`src/rtl/fp_add_pipe.sv`:
```
// rtl/fp_add_pipe.sv - 3-stage pipelined IEEE-754 adder/subtractor with round-to-nearest-even
//
// Purpose: adds (op=0) or subtracts (op=1) two IEEE-754 operands in three
// register stages (unpack/align, add, normalise/round/pack). All stages
// advance together; the output holds while downstream stalls. A user tag
// travels with every operation.
//
// Ports:
//   aclk, reset             clock, synchronous active-high reset
//   s_axis_tvalid/tready    operand-pair handshake
//   s_axis_a_tdata/b_tdata  operands {sign, exp, mant}
//   s_axis_op               0 = A+B, 1 = A-B
//   s_axis_tuser            tag returned with the result
//   m_axis_result_tvalid/tready  result handshake
//   m_axis_result_tdata     rounded result
//   m_axis_result_tuser     tag of this result
module fp_add_pipe #(
  parameter int EXP_W  = 8,
  parameter int MANT_W = 23,
  parameter int TAG_W  = 8,
  localparam int FLOAT_W = 1 + EXP_W + MANT_W
) (
  input  logic               aclk,
  input  logic               reset,
  input  logic               s_axis_tvalid,
  output logic               s_axis_tready,
  input  logic [FLOAT_W-1:0] s_axis_a_tdata,
  input  logic [FLOAT_W-1:0] s_axis_b_tdata,
  input  logic               s_axis_op,
  input  logic [TAG_W-1:0]   s_axis_tuser,
  output logic               m_axis_result_tvalid,
  input  logic               m_axis_result_tready,
  output logic [FLOAT_W-1:0] m_axis_result_tdata,
  output logic [TAG_W-1:0]   m_axis_result_tuser
);

  localparam int W    = MANT_W + 4;   // {hidden, mant, guard, round, sticky}
  localparam int LZ_W = $clog2(W + 1);
  localparam int XW   = EXP_W + 2;    // exponent headroom for carry and rounding
  localparam logic [EXP_W-1:0]  EXP_MAX   = '1;
  localparam logic [MANT_W-1:0] QNAN_MANT = MANT_W'(1) << (MANT_W - 1);

  logic adv;
  assign adv           = !m_axis_result_tvalid || m_axis_result_tready;
  assign s_axis_tready = adv;

  function automatic logic [LZ_W-1:0] count_lz(input logic [W-1:0] v);
    count_lz = LZ_W'(W);
    for (int i = 0; i < W; i++)
      if (v[i]) count_lz = LZ_W'(W - 1 - i);
  endfunction

  // ---------------- stage 1: unpack, classify, swap, align ----------------
  logic              sa, sb, a_big;
  logic [EXP_W-1:0]  ea, eb, big_e, small_e, diff;
  logic [MANT_W-1:0] ma, mb;
  logic              nan_a, nan_b, inf_a, inf_b;
  logic [W-1:0]      big_m, small_m, small_sh, sh_mask;
  logic              sp_nan, sp_inf, sp_sign;

  always_comb begin
    {sa, ea, ma} = s_axis_a_tdata;
    {sb, eb, mb} = s_axis_b_tdata;
    sb       = sb ^ s_axis_op;
    nan_a    = (ea == EXP_MAX) && (ma != '0);
    nan_b    = (eb == EXP_MAX) && (mb != '0);
    inf_a    = (ea == EXP_MAX) && (ma == '0);
    inf_b    = (eb == EXP_MAX) && (mb == '0);
    sp_nan   = nan_a || nan_b || (inf_a && inf_b && (sa != sb));
    sp_inf   = inf_a || inf_b;
    sp_sign  = inf_a ? sa : sb;
    // raw {exp, mant} ordering equals magnitude ordering, subnormals included
    a_big    = {ea, ma} >= {eb, mb};
    big_e    = a_big ? ea : eb;
    small_e  = a_big ? eb : ea;
    big_m    = a_big ? {ea != '0, ma, 3'b000} : {eb != '0, mb, 3'b000};
    small_m  = a_big ? {eb != '0, mb, 3'b000} : {ea != '0, ma, 3'b000};
    // subnormals live at the exponent of the smallest normal
    if (big_e == '0)   big_e   = EXP_W'(1);
    if (small_e == '0) small_e = EXP_W'(1);
    diff     = big_e - small_e;
    sh_mask  = ~({W{1'b1}} << diff);
    small_sh = (small_m >> diff) | {{(W-1){1'b0}}, |(small_m & sh_mask)};
  end

  logic              v1, s1_sign, s1_sub, s1_nan, s1_inf, s1_isign;
  logic [EXP_W-1:0]  s1_exp;
  logic [W-1:0]      s1_big, s1_small;
  logic [TAG_W-1:0]  s1_tag;

  // ---------------- stage 2: add/subtract magnitudes, count zeros --------
  logic [W:0]        sum2;
  logic [LZ_W-1:0]   lz2;
  logic              sign2;

  always_comb begin
    sum2  = s1_sub ? ({1'b0, s1_big} - {1'b0, s1_small})
                   : ({1'b0, s1_big} + {1'b0, s1_small});
    lz2   = count_lz(sum2[W-1:0]);
    // exact cancellation yields +0; like-signed zeros keep their sign
    sign2 = (s1_sub && (sum2 == '0)) ? 1'b0 : s1_sign;
  end

  logic              v2, s2_sign, s2_nan, s2_inf, s2_isign;
  logic [EXP_W-1:0]  s2_exp;
  logic [W:0]        s2_sum;
  logic [LZ_W-1:0]   s2_lz;
  logic [TAG_W-1:0]  s2_tag;

  // ---------------- stage 3: normalise, round, pack ----------------------
  logic [XW-1:0]       e3, lim3, sh3, ef3;
  logic [W-1:0]        m3;
  logic                inc3;
  logic [MANT_W+1:0]   r3;
  logic [MANT_W-1:0]   mant3;
  logic [FLOAT_W-1:0]  res3;

  always_comb begin
    e3   = XW'(s2_exp);
    lim3 = e3 - XW'(1);
    sh3  = '0;
    if (s2_sum[W]) begin
      m3 = {s2_sum[W:2], s2_sum[1] | s2_sum[0]};
      e3 = e3 + XW'(1);
    end else begin
      // never normalise below the minimum exponent; what remains is subnormal
      sh3 = (XW'(s2_lz) < lim3) ? XW'(s2_lz) : lim3;
      m3  = s2_sum[W-1:0] << sh3;
      e3  = e3 - sh3;
    end
    inc3 = m3[2] && (m3[1] || m3[0] || m3[3]);
    r3   = {1'b0, m3[W-1:3]} + (MANT_W+2)'(inc3);
    if (r3[MANT_W+1]) begin
      ef3   = e3 + XW'(1);
      mant3 = r3[MANT_W:1];
    end else begin
      // hidden bit clear means subnormal/zero; rounding into it gives min normal
      ef3   = r3[MANT_W] ? e3 : '0;
      mant3 = r3[MANT_W-1:0];
    end
    if (s2_nan)
      res3 = {1'b0, EXP_MAX, QNAN_MANT};
    else if (s2_inf)
      res3 = {s2_isign, EXP_MAX, {MANT_W{1'b0}}};
    else if (ef3 >= XW'(EXP_MAX))
      res3 = {s2_sign, EXP_MAX, {MANT_W{1'b0}}};
    else
      res3 = {s2_sign, ef3[EXP_W-1:0], mant3};
  end

  // ---------------- pipeline registers -----------------------------------
  always_ff @(posedge aclk) begin
    if (reset) begin
      v1                   <= 1'b0;
      v2                   <= 1'b0;
      m_axis_result_tvalid <= 1'b0;
      m_axis_result_tdata  <= '0;
      m_axis_result_tuser  <= '0;
    end else if (adv) begin
      v1                   <= s_axis_tvalid;
      v2                   <= v1;
      m_axis_result_tvalid <= v2;
      m_axis_result_tdata  <= res3;
      m_axis_result_tuser  <= s2_tag;
    end
  end

  always_ff @(posedge aclk) begin
    if (adv) begin
      s1_sign  <= a_big ? sa : sb;
      s1_sub   <= sa ^ sb;
      s1_exp   <= big_e;
      s1_big   <= big_m;
      s1_small <= small_sh;
      s1_nan   <= sp_nan;
      s1_inf   <= sp_inf;
      s1_isign <= sp_sign;
      s1_tag   <= s_axis_tuser;
      s2_sign  <= sign2;
      s2_exp   <= s1_exp;
      s2_sum   <= sum2;
      s2_lz    <= lz2;
      s2_nan   <= s1_nan;
      s2_inf   <= s1_inf;
      s2_isign <= s1_isign;
      s2_tag   <= s1_tag;
    end
  end

endmodule
```
`config.mk`:
```
export PLATFORM = sky130hd
export DESIGN_NAME = fp_add_pipe
export DESIGN_NICKNAME = d
export VERILOG_FILES = /design/src/rtl/fp_add_pipe.sv
export SDC_FILE = /design/constraint.sdc
export NUM_CORES = 1
export LEC_CHECK = 0
export ABC_AREA = 1
export CORE_MARGIN = 4
export CORE_UTILIZATION = 59
export CTS_CLUSTER_DIAMETER = 80
export DETAILED_ROUTE_END_ITERATION = 8
export HOLD_SLACK_MARGIN = 0.08
export PLACE_DENSITY = 0.84
export SLEW_MARGIN = 20
export SYNTH_ARGS = -nofsm -noshare
export SYNTH_HDL_FRONTEND = slang
export SYNTH_SLANG_ARGS = --single-unit
```
`constraint.sdc`:
```
create_clock -name aclk -period 21.1 [get_ports aclk]
set_clock_uncertainty 0.15 [all_clocks]
set_input_delay 4.22 -clock aclk [delete_from_list [all_inputs] [get_ports aclk]]
set_output_delay 4.22 -clock aclk [all_outputs]
set_load 0.02 [all_outputs]
```
After elaboration in Yosys (flattened, before gate mapping)
Cells that the tools add are included.
- add/sub/neg operators: 8
- order comparisons: 3
- equal/unequal tests: 3
- shifts and indexed selects: 3
- mux-type cells: 44
- bitwise operators: 6
- reduce and logical (&&, ||, !) cells: 29
- operators by type and width (kind ; number):
    27-bit two-way mux ; 3
    32-bit two-way mux ; 2
    5-bit two-way mux ; 10
    23-bit zero test ; 2
    23-bit nonzero test ; 2
    10-bit two-way mux ; 4
    4-bit two-way mux ; 8
    8-bit two-way mux ; 4
    31-bit >= comparator ; 1
    31-bit two-way mux ; 1
    27-bit by 27-bit adder with 28-bit output ; 1
    28-bit zero test ; 1
    28-bit two-way mux ; 1
    27-bit by 27-bit subtractor with 28-bit output ; 1
    27-bit bitwise AND ; 1
    27-bit NOT ; 1
    27-bit by 1-bit bitwise OR with 27-bit output ; 1
    27-bit OR reduction ; 1
    27-bit by 10-bit left shift with 27-bit output ; 1
    27-bit by 8-bit left shift with 27-bit output, first input constant ; 1
    27-bit by 8-bit >> shifter with 27-bit output ; 1
    24-bit by 1-bit adder with 25-bit output ; 1
    23-bit two-way mux ; 1
    8-bit equality test, second input constant ; 2
    other kinds (22) ; 44
- register bits: 171
- input port bits: 77
- output and inout bits: 42
- logic and storage cells: 122

Depth between registers and ports, before layout
Gate-level depths: netlist (run 1).
- depth in word-level cells: 28
- depth in mapped cells: 40
- depth with buffers taken out: 39

Least setup slack after synthesis (run 1)
OpenSTA, ideal clock, no wires.
- path type: in2out
- start point: input port m_axis_result_tready
- end point: output port s_axis_tready
- arrival: 8.185 ns
- data required time: 16.730 ns
- setup slack: 8.545 ns
- stages on the path: 3
- buffers on the path: 1
- path through: nor2_1 inv_1 clkbuf_1
- cells in the longest elaborated chain, start to end: 1
- RTL lines (item ; line ; text):
    start: declaration ; 32 ; input logic m_axis_result_tready,
    1-bit logical OR ; 44 ; assign adv = !m_axis_result_tvalid || m_axis_result_tready;
    end: declaration ; 26 ; output logic s_axis_tready,
Every way passes these cells.

Worst setup path in the final report (run 1)
- start point: input port s_axis_a_tdata[1]
- end point: register s1_small[0], data pin
- cells in the longest elaborated chain, start to end: 10
- elaborated cells on any way between the ends: 15
- classes of those cells: add/sub: 1; order compare: 1; shift: 2; mux: 5; bitwise: 3; reduce/logical: 3
- RTL lines (item ; line ; text):
    start: declaration ; 27 ; input logic [FLOAT_W-1:0] s_axis_a_tdata,
    31-bit >= comparator ; 73 ; a_big = {ea, ma} >= {eb, mb};
    8-bit two-way mux, on equally long branches ; 74, 75 ;
    8-bit zero test, on equally long branches ; 79, 80 ;
    8-bit two-way mux, on equally long branches ; 79, 80 ;
    8-bit subtractor ; 81 ; diff = big_e - small_e;
    27-bit by 8-bit left shift with 27-bit output ; 82 ; sh_mask = ~({W{1'b1}} << diff);
    27-bit NOT ; 82 ;
    27-bit bitwise AND ; 83 ; small_sh = (small_m >> diff) | {{(W-1){1'b0}}, |(small_m & sh_mask)};
    27-bit OR reduction ; 83 ;
    27-bit by 1-bit bitwise OR with 27-bit output (*) ; 83 ;
    named net small_sh[0] ; 58 ; logic [W-1:0] big_m, small_m, small_sh, sh_mask;
    end signal: assignment ; 174 ; s1_small <= small_sh;
    end: declaration ; 88 ; logic [W-1:0] s1_big, s1_small;
The timed path passes the listed nets; every way through them passes the cells marked *.
A chain may end at the register's enable or synchronous reset.

==> results of run 1 <==
==> cell usage in the layout, fill, tap and decap left out, drive strengths merged, types with 16 or more instances in the layout <==
| master | instances |
|---|---|
| nor3 | 27 |
| xnor2 | 35 |
| edfxtp | 125 |
| nor4 | 16 |
| clkdlybuf4s50 | 118 |
| dfxtp | 43 |
| nand2 | 509 |
| a21oi | 117 |
| xor2 | 43 |
| nor2 | 189 |
| nand4 | 41 |
| nand3 | 266 |
| inv | 257 |
| clkbuf | 18 |
| ha | 78 |
| o22ai | 28 |
| o21ai | 175 |
==> synthesized netlist by cell type, drive strengths merged (3+ instances only) <==
| master | n | area share [%] |
|---|---|---|
| o211ai | 5 | 0.25 |
| a22o | 3 | 0.18 |
| nand3 | 266 | 10 |
| clkbuf | 49 | 1.2 |
| nand3b | 3 | 0.15 |
| o21a | 3 | 0.15 |
| xor2 | 43 | 2.5 |
| nor3b | 4 | 0.20 |
| o22ai | 28 | 1.2 |
| and3 | 4 | 0.17 |
| mux2i | 7 | 0.47 |
| o21bai | 13 | 0.65 |
| or2 | 14 | 0.58 |
| nor2 | 189 | 5.4 |
| inv | 252 | 6.3 |
| nand2 | 509 | 13 |
| dfxtp | 43 | 5.7 |
| o31ai | 7 | 0.35 |
| a21boi | 3 | 0.15 |
| a22oi | 6 | 0.37 |
| ha | 78 | 6.5 |
| buf | 30 | 1.4 |
| a211oi | 3 | 0.15 |
| nor3 | 27 | 1.0 |
| a31oi | 13 | 0.58 |
| a21oi | 117 | 4.4 |
| clkinv | 6 | 0.15 |
| nand4 | 41 | 1.8 |
| nor4 | 16 | 0.67 |
| o21ai | 175 | 6.0 |
| edfxtp | 125 | 25 |
| xnor2 | 35 | 2.0 |
| a21o | 3 | 0.15 |
==> state kept, by name (all words and copies together) (netlist names), 5 cells and up <==
name / cells
m_axis_result_tdata: 32
s2_sum: 28
s1_small: 27
s1_big: 24
m_axis_result_tuser: 8
s1_exp: 8
s1_tag: 8
s2_exp: 8
s2_tag: 8
s2_lz: 5
==> stage by stage <==
| step | utilization [%] | area (sq um) | power, mW | cells |
|---|---|---|---|---|
| 2_1_floorplan | - | 15000 | 1.80 | 2134 |
| 3_3_place_gp | 65.0 | 16300 | 2.24 | 2516 |
| 3_5_place_dp | 65.0 | 16300 | 2.28 | 2516 |
| 4_1_cts | 67.3 | 16900 | 2.60 | 2548 |
| 5_1_grt | 67.4 | 16900 | 2.84 | 2548 |
| 6_report | 67.4 | 16900 | 2.65 | 2548 |
==> worst paths after layout <==
| kind | startpoint | end | cells after the start |
|---|---|---|---|
| worst max-delay path | s_axis_a_tdata[1] | s1_small[0] | 32 |
| worst min-delay path | s1_exp[6] | s2_exp[6] | 0 |
| worst max register to register | s2_exp[0] | m_axis_result_tdata[25] | 38 |
| worst min register to register | s1_exp[6] | s2_exp[6] | 0 |
==> layer usage <==
metal | vias to the layer above | wire length (um)
li1 | 7391 | -
met1 | 7198 | 18100
met2 | 780 | 24300
met3 | 207 | 3160
met4 | 0 | 3500
met5 | - | 0
==> critical path, delay by kind of cell <==
family	cells	cell delay, ns
xor gates and xnor gates	1	0.15
adders and majority gates	3	0.88
AOI/OAI and AO/OA	12	2.54
buffers and inverters	5	1.37
and+or+nand+nor	11	1.73
==> report_power, final <==
part | switching, mW | leakage, nW | internal (mW)
combinational | 1.19 | 5.68 | 0.582
sequential | 0.0803 | 1.72 | 0.482
clock | 0.155 | 0.286 | 0.159
total | 1.42 | 7.68 | 1.22
==> kinds of logic (layout without fill, tap and decap cells) <==
kind of cell | Yosys count | count (layout) | synth area share, %
AOI/OAI and AO/OA | 390 | 390 | 15.2
xor gates and xnor gates | 78 | 78 | 4.55
adders and majority gates | 80 | 80 | 6.77
buffers and inverters | 337 | 421 | 9.10
DFF | 168 | 168 | 30.8
muxes | 7 | 7 | 0.467
and+or+nand+nor | 1074 | 1074 | 33.1
==> cell type report <==
cell class / count / area [sq um] / share of cell area [%]
clock inverters: 14 / 160 / 0.947
inverters: 258 / 978 / 5.78
flip-flops and latches: 168 / 4610 / 27.3
clock buffers: 18 / 429 / 2.54
well taps: 330 / 413 / 2.44
multi-input cells: 1629 / 9040 / 53.4
repair buffers: 131 / 1280 / 7.58
==> metrics, run 1 <==
1st-pass router iterations=6; GR Util met3=4.15%; first-pass GRT wire length=76.4 mm; minimum clock period=10.89 ns; Gate Count Post-Synth=2134; FMAX=91.8 MHz; final wirelength=49.1 mm; kind of end point of the critical path=flop; RSZ-0062 raised after global routing=false; Peak VDD IR=0.0811 mV; Arr. time, crit path=10.93 ns; area grow syn2layout=12.8%; Final HPWL DP=38.2 mm; DRC Markers=0; initial core utilization=59.7%; crit-path max FO=35; I/O Buffers=118; Nets=2362; Routed wire per std cell=19.3 um; ys async rst share=0%; Total GRT Usage=33.9%; DIE WIDTH=167 um; power per cell area=156 mW/mm^2; Critical Path Max Stage Delay=0.65 ns; row cnt=58; Syn Nets=2291; total of max-cap violations=0; Yosys cell types=64; syn avg cell area=7.03 sq um; Post-CTS Setup Inserts=0; vias post-DR=15600; largest net degree at the start of global routing=90; final worst setup slack=10.21 ns; min-delay worst type=flop to flop; Leak Pwr=7.68 nW; relative slew slack=30.8%; Post-Syn Area=0.0150 sq mm; Final Hold Fails=0; GP Congestion=1.01; clock latency on the worst-skew pair=0.45 ns; CTS tree=yes; CTS H-tree depth=4; met1 Use GR=38.2%; cts bufs inserted=17; CTS hold repair buffers=0; IO Count=119; clk slew on worst S/H paths=0.08 ns; vias in the first global route=14700; Setup Slack @ Placement=9.85 ns; ys flop type=edfxtp_1; First DRT Iteration DRCs=1725; clk sink count=168; max-slew violations=0; global route hottest layer=met2; Worst Path Required=21.14 ns; total grt overflow=0; die area=0.0280 sq mm; vias per cell=6.11; setup TNS=0 ns; share of layout cells above drive strength 1=7.44%; Seq/Total Area, Yosys=30.8%; fin crit share=51.6%; worst slew pin tran=1.03 ns; number of synthesized flops with an enable pin=125; number of diodes=0; slowest stage cell, crit path=o21ai_0; status=completed; Crit path top cell by count=o21ai_0; initial antenna violation count=0; Yosys reg bits=168; flop2flop setup slack=14.29 ns; # resized after CTS=0; Max Root-Sink Buffers=2; Root Driver=clkbuf_16; final count of negative-setup-slack endpoints=0; hold slack=0.269 ns; met2 track demand over resource=60.8%; Yosys warnings=0; Core Box Area=0.0251 sq mm; fillcell total=2120; critical path class=input port to flop; ANT nets after route=0; startpoint types=input port; Die H=167 um
Note: power is estimated with default switching activity, not from simulation.
==> inputs of run 2 (changes only) <==
- CORE_UTILIZATION: 59 -> 55
- PLACE_DENSITY: 0.84 -> 0.82
- clock period: 21.1 -> 8.8 ns (I/O delays scaled with it)
==> metrics, run 2 (synthesis gave the netlist of run 1 again) <==
status=completed; R2R Path Start=s2_exp[0]; DP Cell Count=2539 (+0.91%); Die H=173 um (+3.4%); min-delay worst type=flop to flop; Finished Layout Cells=2571 (+0.90%); cts bufs inserted=17 (unchanged); vias per cell=5.95 (-2.7%); worst slew pin tran=1.04 ns (+0.00933 ns); Crit Reg-Reg Endpoint=m_axis_result_tdata[29]; critical path class=input port to flop; first-pass GRT wire length=77.6 mm (+1.6%); most common cell after layout, fill and taps aside=nand2_1; I/O Buffers=118 (unchanged); 1st-pass router iterations=6 (unchanged); total of max-cap violations=0 (unchanged); most frequent cells in the layout=nand2_1 (492), inv_1 (241), nand3_1 (237); DRC Markers=0 (unchanged); worst r2r path cells=38 (unchanged); FMAX=124 MHz; RSZ-0062 raised after global routing=false; First DRT Iteration DRCs=1544 (-10%); Nets=2374 (+0.51%); Crit path top cell by count=inv_1; Worst Path Required=8.84 ns (-12.30 ns); Arr. time, crit path=8.11 ns (-2.82 ns); switching share of power=53.3% (-0.45 points); max-slew violations=0 (unchanged); Top reg by flops=m_axis_result_tdata; clock latency on the worst-skew pair=0.45 ns (about the same); area grow syn2layout=13.4%; Critical Path Max Stage Delay=0.52 ns (-0.13 ns); Routed wire per std cell=19.3 um (+0.31%); hold depth=0 (unchanged); largest net degree at the start of global routing=88 (-2.2%); total grt overflow=0 (unchanged); Root Driver=clkbuf_16; relative slew slack=30.3% (-0.54 points); GP Congestion=1.09 (+8.7%); clk slew on worst S/H paths=0.08 ns (about the same); vias post-DR=15300 (-1.8%); clk sink count=168 (unchanged); Reg power frac=21.6% (+0.3 points); Final HPWL DP=39.1 mm (+2.3%); Internal Power=2.95 mW (+140%); Comb power frac=66.7% (-0.2 points); kind of end point of the critical path=flop; crit-path max FO=35 (unchanged); Top Registers=m_axis_result_tdata x32, s2_sum x28, s1_small x27; initial antenna violation count=0 (unchanged); clock share of power=11.7% (about the same); final worst setup slack=0.730 ns (-9.48 ns); final wirelength=49.7 mm (+1.2%); final count of negative-setup-slack endpoints=0 (unchanged); number of diodes=0 (unchanged); Leak Pwr=7.73 nW (+0.66%); setup TNS=0 ns (unchanged); Peak VDD IR=0.198 mV (+140%); initial core utilization=55.8% (-3.9 points); Max Root-Sink Buffers=2 (unchanged); ANT nets after route=0 (unchanged); flop2flop setup slack=1.98 ns (-12.31 ns); flip-flop count of the largest register after layout=32 (unchanged); Core Box Area=0.0269 sq mm (+7.0%); DIE WIDTH=173 um (+3.4%); CTS H-tree depth=4 (unchanged); Total GRT Usage=32.3% (-1.6 points); slowest stage cell, crit path=o21ai_0; CTS hold repair buffers=0 (unchanged); row cnt=60 (+3.4%); share of layout cells above drive strength 1=7.94% (+0.50 points); startpoint types=input port; vias in the first global route=14600 (-0.71%); Final Hold Fails=0 (unchanged); die area=0.0300 sq mm (+6.9%); hold slack=0.268 ns (-0.000901 ns); power per cell area=372 mW/mm^2 (+140%); IO Count=119 (unchanged); P_sw=3.37 mW (+140%); Final Total Pwr=6.32 mW (+140%); Hold Path Origin=s1_tag[4]; Setup Slack @ Placement=0.277 ns (-9.58 ns); CTS tree=yes; Hold Path Sink=s2_tag[4]; minimum clock period=8.07 ns; fin crit share=91.7%
## run 2: layout make-up
class	instances	area, sq um
sequential	168	4610
multi-input combinational	1629	9040
tap	341	427
fill	2443	9870
clock buffer	18	429
timing repair buffer	143	1370
inverter	258	978
clock inverter	14	151
## run 2: worst max path at each step
stage / startpoint / end / slack (ns) / cells after the start
6_report: s_axis_b_tdata[2] / s1_small[6] / 0.73 / 36
5_1_grt: s_axis_b_tdata[2] / s1_small[13] / 0.12 / 34
3_3_place_gp: s_axis_a_tdata[2] / s1_small[0] / 0.43 / 33
2_1_floorplan: m_axis_result_tready / s_axis_tready / 1.16 / 3
3_5_place_dp: s_axis_a_tdata[2] / s1_small[1] / 0.28 / 33
4_1_cts: s_axis_a_tdata[2] / s1_small[6] / 0.69 / 34
## run 2: timing repair
item	4_1_cts	5_1_grt
buffers inserted	0	0
endpoints found under the setup margin	0	1
resized for setup	0	1
## run 2: power groups by stage
stage	combinational, mW	clock, mW	sequential [mW]
final	4.21	0.743	1.36
after global routing	4.65	0.781	1.38
after CTS	4.15	0.747	1.35
after detailed placement	4.11	0	1.37
after global placement	4.06	0	1.36
after floorplan	2.96	0	1.36
## run 2: critical path, delay by kind of cell
| kind | cells | cell delay [ns] |
|---|---|---|
| AO/OA/AOI/OAI | 14 | 2.47 |
| AND/OR/NAND/NOR | 10 | 1.61 |
| buffers and inverters | 8 | 1.20 |
| adder cells (fa/ha/maj) | 3 | 0.90 |
| XOR/XNOR | 1 | 0.14 |
## run 2: stage by stage
stage / utilization (%) / area (sq um)
after CTS: 63.3 / 17000
after global routing: 63.3 / 17000
final: 63.3 / 17000
after floorplan: - / 15000
after detailed placement: 61.1 / 16400
after global placement: 61.1 / 16400
## run 2: per-layer routing
layer  global-route usage [%]  vias to the layer above  share of wire (%)  wire, um
met3                     3.65                      159                5.1      2540
met2                     59.1                      639                 51     25200
li1                         -                     7410                  -         -
met5                        0                        -                  0         0
met1                     36.6                     7088                 38     18900
met4                     18.2                        0                6.1      3030
